**config.mk**
```make
export PLATFORM = sky130hd
export DESIGN_NAME = mult_fu
export DESIGN_NICKNAME = d
export VERILOG_FILES = /design/src/rtl/mult_fu_pkg.sv /design/src/rtl/mult.sv /design/src/rtl/mult_fu_result_fifo.sv /design/src/rtl/mult_fu.sv
export SDC_FILE = /design/constraint.sdc
export NUM_CORES = 2
export LEC_CHECK = 0
export CAP_MARGIN = 25
export CORE_MARGIN = 4
export CORE_UTILIZATION = 57
export DETAILED_ROUTE_END_ITERATION = 10
export GPL_TIMING_DRIVEN = 0
export HOLD_SLACK_MARGIN = 0.06
export PLACE_DENSITY = 0.76
export SYNTH_ARGS = -nofsm -noshare
export SYNTH_HDL_FRONTEND = slang
export SYNTH_HIERARCHICAL = 1
export SYNTH_SLANG_ARGS = --single-unit
```
**constraint.sdc**
```tcl
create_clock -name clock -period 9.3 [get_ports clock]
set_clock_uncertainty 0.15 [all_clocks]
set_input_delay 1.86 -clock clock [delete_from_list [all_inputs] [get_ports clock]]
set_output_delay 1.86 -clock clock [all_outputs]
set_load 0.03 [all_outputs]
```
**src/rtl/mult_fu_pkg.sv**
```systemverilog
// Shared types and helpers for the multiply functional unit.
package mult_fu_pkg;

  typedef logic [1:0] mult_op_t;

  localparam mult_op_t MULT_OP_MUL    = 2'd0;
  localparam mult_op_t MULT_OP_MULH   = 2'd1;
  localparam mult_op_t MULT_OP_MULHSU = 2'd2;
  localparam mult_op_t MULT_OP_MULHU  = 2'd3;

  localparam int MULT_FU_XLEN  = 32;
  localparam int MULT_FU_TAG_W = 6;

  // Result buffer entry layout at default widths: tag sits above the value.
  typedef struct packed {
    logic [MULT_FU_TAG_W-1:0] tag;
    logic [MULT_FU_XLEN-1:0]  value;
  } mult_fu_entry_t;

  // sign[0] qualifies mcand (rs1), sign[1] qualifies mplier (rs2).
  function automatic logic [1:0] mult_sign(input mult_op_t op);
    case (op)
      MULT_OP_MUL, MULT_OP_MULH: mult_sign = 2'b11;
      MULT_OP_MULHSU:            mult_sign = 2'b01;
      default:                   mult_sign = 2'b00;
    endcase
  endfunction

endpackage

```
**src/rtl/mult.sv**
```systemverilog
// Pipelined multiplier: each stage folds CHUNK bits of the multiplier into
// the running 2*XLEN-bit product. Cannot stall. Only the done pipe is reset.
module mult #(
  parameter int XLEN      = 32,
  parameter int NUM_STAGE = 4
) (
  input  logic              clock,
  input  logic              reset,
  input  logic [XLEN-1:0]   mcand,
  input  logic [XLEN-1:0]   mplier,
  input  logic [1:0]        sign,
  input  logic              start,
  output logic [2*XLEN-1:0] product,
  output logic              done
);

  localparam int W     = 2 * XLEN;
  localparam int CHUNK = W / NUM_STAGE;

  logic [W-1:0] prod_in [NUM_STAGE];
  logic [W-1:0] a_in    [NUM_STAGE];
  logic [W-1:0] b_in    [NUM_STAGE];
  logic [W-1:0] prod_r  [NUM_STAGE];
  logic [W-1:0] a_r     [NUM_STAGE];
  logic [W-1:0] b_r     [NUM_STAGE];
  logic [NUM_STAGE-1:0] done_r;

  assign prod_in[0] = '0;
  assign a_in[0]    = sign[0] ? {{XLEN{mcand[XLEN-1]}}, mcand}   : {{XLEN{1'b0}}, mcand};
  assign b_in[0]    = sign[1] ? {{XLEN{mplier[XLEN-1]}}, mplier} : {{XLEN{1'b0}}, mplier};

  for (genvar s = 0; s < NUM_STAGE; s++) begin : g_stage
    if (s > 0) begin : g_link
      assign prod_in[s] = prod_r[s-1];
      assign a_in[s]    = a_r[s-1];
      assign b_in[s]    = b_r[s-1];
    end
    // Accumulate this stage's partial product and shift operands for the next.
    always_ff @(posedge clock) begin
      prod_r[s] <= prod_in[s] + a_in[s] * {{(W-CHUNK){1'b0}}, b_in[s][CHUNK-1:0]};
      a_r[s]    <= a_in[s] << CHUNK;
      b_r[s]    <= b_in[s] >> CHUNK;
    end
  end

  // Done tracks start through the pipe.
  always_ff @(posedge clock) begin
    if (reset) done_r <= '0;
    else       done_r <= (done_r << 1) | NUM_STAGE'(start);
  end

  assign product = prod_r[NUM_STAGE-1];
  assign done    = done_r[NUM_STAGE-1];

endmodule

```
**src/rtl/mult_fu_result_fifo.sv**
```systemverilog
// Result buffer between the multiplier and the CDB. Overflow is prevented
// upstream by credits, so push is accepted unconditionally.
module mult_result_fifo #(
  parameter int DEPTH = 8,
  parameter int WIDTH = 38
) (
  input  logic                       clock,
  input  logic                       reset,
  input  logic                       flush,
  input  logic                       push,
  input  logic [WIDTH-1:0]           push_data,
  input  logic                       pop,
  output logic [WIDTH-1:0]           pop_data,
  output logic [$clog2(DEPTH+1)-1:0] count
);

  localparam int PTR_W = $clog2(DEPTH);
  localparam int CNT_W = $clog2(DEPTH+1);

  logic [WIDTH-1:0] mem [DEPTH];
  logic [PTR_W-1:0] head;
  logic [PTR_W-1:0] tail;
  logic             do_pop;

  assign do_pop   = pop && (count != '0);
  assign pop_data = mem[head];

  // Pointer and count bookkeeping; flush empties the buffer.
  always_ff @(posedge clock) begin
    if (!reset || flush) begin
      head  <= '0;
      tail  <= '0;
      count <= '0;
    end else begin
      if (push)   tail <= tail + PTR_W'(1);
      if (do_pop) head <= head + PTR_W'(1);
      case ({push, do_pop})
        2'b10:   count <= count + CNT_W'(1);
        2'b01:   count <= count - CNT_W'(1);
        default: count <= count;
      endcase
    end
  end

  // Storage write; contents are qualified by count so no reset is needed.
  always_ff @(posedge clock) begin
    if (push) mem[tail] <= push_data;
  end

endmodule

```
**src/rtl/mult_fu.sv**
```systemverilog
// Multiply functional unit: decodes RV32M ops, runs the pipelined multiplier,
// carries tag/op alongside it and buffers results until the CDB grants.
//
// Handshakes: an op transfers when issue_valid && issue_ready (and no flush);
// a result transfers when cdb_valid && cdb_grant. issue_ready depends only on
// registered credit state, and cdb_tag/cdb_value hold while !cdb_grant.
module mult_fu
  import mult_fu_pkg::*;
#(
  parameter int XLEN       = 32,
  parameter int NUM_STAGE  = 4,
  parameter int TAG_W      = 6,
  parameter int FIFO_DEPTH = 8
) (
  input  logic             clock,
  input  logic             reset,
  input  logic             issue_valid,
  output logic             issue_ready,
  input  logic [1:0]       issue_op,
  input  logic [XLEN-1:0]  issue_rs1,
  input  logic [XLEN-1:0]  issue_rs2,
  input  logic [TAG_W-1:0] issue_tag,
  input  logic             flush,
  output logic             cdb_valid,
  input  logic             cdb_grant,
  output logic [TAG_W-1:0] cdb_tag,
  output logic [XLEN-1:0]  cdb_value,
  output logic             busy
);

  localparam int OCC_W   = $clog2(FIFO_DEPTH+1);
  localparam int ENTRY_W = TAG_W + XLEN;

  logic [OCC_W-1:0]     occ;
  logic                 accept;
  logic                 pop;
  logic [NUM_STAGE-1:0] side_valid;
  logic [TAG_W-1:0]     side_tag [NUM_STAGE];
  mult_op_t             side_op  [NUM_STAGE];
  logic [2*XLEN-1:0]    product;
  logic [XLEN-1:0]      result;
  logic [ENTRY_W-1:0]   head_entry;
  logic [OCC_W-1:0]     fifo_count;

  assign issue_ready = (occ < OCC_W'(FIFO_DEPTH));
  assign accept      = issue_valid && issue_ready && !flush;
  assign cdb_valid   = (fifo_count != '0);
  assign pop         = cdb_valid && cdb_grant;
  assign busy        = (occ != '0);

  // Credits: one per op accepted and not yet retired to the CDB.
  always_ff @(posedge clock) begin
    if (!reset || flush) begin
      occ <= '0;
    end else begin
      case ({accept, pop})
        2'b10:   occ <= occ + OCC_W'(1);
        2'b01:   occ <= occ - OCC_W'(1);
        default: occ <= occ;
      endcase
    end
  end

  // Side-pipeline valids; these alone decide which products are real.
  always_ff @(posedge clock) begin
    if (!reset || flush) side_valid <= '0;
    else                 side_valid <= (side_valid << 1) | NUM_STAGE'(accept);
  end

  // Side-pipeline tag/op payload shifting in lockstep with the multiplier.
  always_ff @(posedge clock) begin
    side_tag[0] <= issue_tag;
    side_op[0]  <= issue_op;
    for (int s = 1; s < NUM_STAGE; s++) begin
      side_tag[s] <= side_tag[s-1];
      side_op[s]  <= side_op[s-1];
    end
  end

  mult #(
    .XLEN      (XLEN),
    .NUM_STAGE (NUM_STAGE)
  ) u_mult (
    .clock   (clock),
    .reset   (~reset),
    .mcand   (issue_rs1),
    .mplier  (issue_rs2),
    .sign    (mult_sign(issue_op)),
    .start   (accept),
    .product (product),
    .done    ()
  );

  assign result = (side_op[NUM_STAGE-1] == MULT_OP_MUL) ? product[XLEN-1:0]
                                                        : product[2*XLEN-1:XLEN];

  mult_result_fifo #(
    .DEPTH (FIFO_DEPTH),
    .WIDTH (ENTRY_W)
  ) u_fifo (
    .clock     (clock),
    .reset     (reset),
    .flush     (flush),
    .push      (side_valid[NUM_STAGE-1]),
    .push_data ({side_tag[NUM_STAGE-1], result}),
    .pop       (pop),
    .pop_data  (head_entry),
    .count     (fifo_count)
  );

  // Head fields are forced to zero when empty so stale storage never shows.
  assign cdb_tag   = cdb_valid ? head_entry[ENTRY_W-1:XLEN] : '0;
  assign cdb_value = cdb_valid ? head_entry[XLEN-1:0]       : '0;

endmodule

```
# [Word-level counts from Yosys, hierarchy flattened]
# Memories as Yosys holds them, arrays and structs flattened. A register that Yosys moved wholly into a read port is not among the register bits.
# Index checks and enable logic that the tools add are counted.
# W data, S select, Z words.
[op_classes] mul=4 n_eq_ne=6 bitwise=1 addsub=9 n_reduce_logical=14 order_cmp=1 mux=12
[ops] cell="$mul A64 B16 Y64" count=4
[ops] cell="$add A64 B64 Y64" count=3
[ops] cell="$mux W64" count=2
[ops] cell="$mux W32" count=2
[ops] cell="$pmux W4 S2" count=2
[ops] cell="$add A4 B1 Y4 const B" count=2
[ops] cell="$reduce_bool A4 Y1" count=2
[ops] cell="$sub A4 B1 Y4 const B" count=2
[ops] cell="$add A3 B1 Y3 const B" count=2
[ops] cell="$eq A2 B1 Y1 const B" count=3
[ops] cell="$eq A2 B2 Y1 const B" count=3
[ops] cell="$mux W3" count=2
[ops] cell="$mux W6" count=1
[ops] cell="$logic_and A1 B1 Y1" count=4
[ops] cell="$logic_not A2 Y1" count=2
[ops] cell="$lt A4 B4 Y1 const B" count=1
[ops] cell="$or A4 B1 Y4" count=1
[ops] cell="$pmux W2 S2" count=1
[ops] cell="$reduce_bool A2 Y1" count=2
[ops] cell="$logic_not A1 Y1" count=2
[ops] cell="$mux W1" count=2
[ops] cell="$reduce_or A2 Y1" count=1
[ops] cell="$logic_or A1 B1 Y1" count=1
[totals] ramBits=976 inputBits=77 n_memories=6 ff_bits=18
[memory_table] name="u_fifo.mem" depth=8 width=38 read_ports=1 rd_clocked_by_memory_dff=1 write_ports=1 line_no="mult_fu_result_fifo.sv:20" rtl="logic [WIDTH-1:0] mem [DEPTH];"
[memory_table] name="u_mult.prod_r" depth=4 width=64 read_ports=4 rd_clocked_by_memory_dff=0 write_ports=4 line_no="mult.sv:23" rtl="logic [W-1:0] prod_r [NUM_STAGE];"
[memory_table] name="u_mult.a_r" depth=4 width=48 read_ports=3 rd_clocked_by_memory_dff=0 write_ports=4 line_no="mult.sv:24" rtl="logic [W-1:0] a_r [NUM_STAGE];"
[memory_table] name="u_mult.b_r" depth=4 width=48 read_ports=3 rd_clocked_by_memory_dff=0 write_ports=4 line_no="mult.sv:25" rtl="logic [W-1:0] b_r [NUM_STAGE];"
[memory_table] name="side_tag" depth=4 width=6 read_ports=4 rd_clocked_by_memory_dff=0 write_ports=4 line_no="mult_fu.sv:38" rtl="logic [TAG_W-1:0] side_tag [NUM_STAGE];"
[memory_table] name="side_op" depth=4 width=2 read_ports=4 rd_clocked_by_memory_dff=0 write_ports=4 line_no="mult_fu.sv:39" rtl="mult_op_t side_op [NUM_STAGE];"

# [Longest topological paths before layout]
[logic_depth] word_depth=5 mapped_depth=26

# [By module]
# Netlist, hierarchy kept.
[modules_own_cells] mod="mult" n_inst=1 seq_area_each_um2=7206.9 cells_per_inst=5833 area_each_um2=55673.4
[modules_own_cells] mod="mult_result_fifo" n_inst=1 seq_area_each_um2=9389.0 cells_per_inst=512 area_each_um2=12024.0
[modules_own_cells] mod="mult_fu" n_inst=1 seq_area_each_um2=800.8 cells_per_inst=156 area_each_um2=1684.1

# [Worst setup path after synthesis]
# Ideal clock, no wire load.
[synth_timing] path_kind="input-to-reg" startpoint="in issue_op[0]" endpoint="mem u_mult/prod_r[0][55] (netlist name)" setup_time_ns=0.061 n_path_buf=2 arrival_ns=7.819 cell_stages=23 slack_ns=1.270 path_cell_list="nand2_1 and2_1 clkbuf_1 nand2_1 inv_1 fa_1 fa_1 inv_1 fa_1 fa_1 fa_1 inv_1 fa_1 ha_1 clkbuf_1 a21o_1 a21o_1 a21oi_1 o21ai_0 a31oi_2 o21ai_1 a211o_1 nand2_1"
[synth_rtl] item="from (decl)" line_no="mult_fu.sv:19" rtl="input logic [1:0] issue_op,"
[synth_rtl] item="to (decl)" line_no="mult.sv:23"

==> results.toml <==
[routing]
wl_per_cell_microns = 21.1
vias_per_cell = 5.40
vias = 45300
drt_iter0_markers = 3661
wirelength_microns = 177000
dr.pass1.iters = 9
remaining_drc_errors = 0
antenna_left = 0

[floorplan]
core_sq_um = 120000
die_area_sq_um = 127000
start_util = 0.576
die_w_microns = 357
die_y_microns = 357
core.rowCount = 127
ios = 118

[synthesis]
yosys_warnings = 6
netlist_instances = 6493
syn-num-nets = 8227
avgSynthCellArea_sq_um = 10.7
synth_area_sq_um = 69300

[setup_path]
critical_path.max_fanout = 10
critical_path_class = "input pin to register"
crit_arrival_ps = 9470
r2r_start = "u_mult/b_r[0][7]"
worstPathRequired_ps = 9680
reg2reg_depth = 23
end_kind = "register"
r2r_end = "u_mult/prod_r[1][59]"
worst_setup_path_start_kind = "input pin"
ff2ff_setup_slack_ps = 1050

[timing]
maxSlewViolCount = 0
layout_worst_path_cycle_share = 0.978
fin_hold_ws_ps = 175
fin_crit_ps = 9090
rsz0062_at_grt = "no"
fmax_mhz = 110
fin_ws_ps = 208
tightest_slew_ps = 1100
maxSlewHeadroom = 0.267
hold_viol = 0
setup_viol = 0

[hold_path]
hold_depth = 0
min_to = "u_mult/prod_r[3][5]"
worstHoldStart = "u_mult/prod_r[2][5]"
hp-class = "register to register"

[grt]
antenna_found_initial = 14
grt.overflow.total = 0
grt_max_degree = 27
track_usage = 0.290
grt_pass1_wl_microns = 279000
grt_pass1_vias = 49700

[placed_design]
place_ws_ps = -847
hpwl_microns = 145000
gp_congestion = 0.981
place_area_sq_um = 72800
port_buffers = 117

[flow_run]
maxCapViolCount = 0

[clock_tree]
cts_hold_buf = 0
cts_root_buf = "clkbuf_16"
cts.clk_slew.worst_paths_ps = 70
cts_buffers = 70
cts_sinks = 713
ctsHtreeMaxLevel = 3
clk_path_buf_depth = 3
cts_tree = "yes"
clock_latency_ps = 660
post_cts_buffers = 0

[finish]
layout-drive-gt1-share = 0.0555
nets = 8433
multiInputGateArea_sq_um = 44700
design_area_sq_um = 75300
areaGrowthSynthToFinish_pct = 8.75
seq_area_sq_um = 17300
n_fill_cell = 9611

[outcome]
status = "finished clean"
layout make-up:
cell class,instances,area share
diodes,18,0.000598
plain buffers,221,0.0124
clock buffers,98,0.0274
clock inverters,30,0.00500
inverters,1730,0.0862
multi-input cells,3829,0.593
flip-flops and latches,713,0.230
well taps,1612,0.0268
repair buffers,134,0.0191
sequential cells by signal (all words and copies together) (netlist names), named ones only:
register / flops
u_mult/b_r: 19
u_fifo/head: 3
u_mult/prod_r: 256
u_fifo/mem: 304
side_op: 8
u_fifo/tail: 3
occ: 4
u_mult/a_r: 81
u_fifo/count: 4
side_valid: 4
side_tag: 24
through the flow:
step / std cells / setup TNS, ps / utilization
final: 8385 / 0 / 0.626
after global routing: 8370 / 0 / 0.626
after CTS: 8366 / 0 / 0.625
after detailed placement: 8238 / -12410 / 0.605
after global placement: 8222 / -10530 / 0.602
after floorplan: 6493 / 0 / -
layout by cell type (no fill, tap or decap), drive strengths merged, types with 79 or more instances in the layout:
cell type / n
a21oi: 112
inv: 1737
clkbuf: 300
and2: 375
a21o: 79
nand2: 812
ha: 289
xnor2: 135
edfxtp: 304
fa: 1368
clkdlybuf4s50: 114
dfxtp: 409
critical path, cell delays in order:
cell and delay [ps]:
clkdlybuf4s50_1 770, clkbuf_1 740, nand2_1 150, fa_1 530, inv_1 60, fa_1 540
fa_1 450, fa_1 500, fa_1 500, inv_1 50, fa_1 520, inv_1 50
ha_1 260, clkbuf_1 280, a21oi_1 130, o21ai_0 270, a31oi_1 140, o211ai_1 250
a21oi_2 120, o21ai_1 440, a31oi_2 200, o21ai_1 230, a211o_1 320, nand2_1 80
what timing repair did:
| action | in CTS | in global routing |
|---|---|---|
| gates resized for setup | 1 | 122 |
| setup endpoints to repair | 6 | 17 |
| cloned | 0 | 0 |
how the worst max path moves through the flow:
stage	start	endpoint	slack (ps)	cells after the start
after global placement	issue_op[0]	u_mult/prod_r[0][57]	-780	24
after global routing	issue_rs1[18]	u_mult/prod_r[0][58]	8	24
after CTS	issue_op[0]	u_mult/prod_r[0][55]	0.03	24
after detailed placement	issue_op[0]	u_mult/prod_r[0][61]	-850	24
after floorplan	issue_op[0]	u_mult/prod_r[0][55]	1270	23
final	issue_rs2[12]	u_mult/prod_r[0][61]	210	24
routing by layer:
metal / track usage / share of wire
met4: 0.132 / 0.054
met3: 0.0628 / 0.086
met2: 0.482 / 0.48
met5: 0 / 0.00023
met1: 0.365 / 0.38
Power is not shown: default switching activity piles up to over one toggle a cycle in this logic, so the estimate is an artifact.
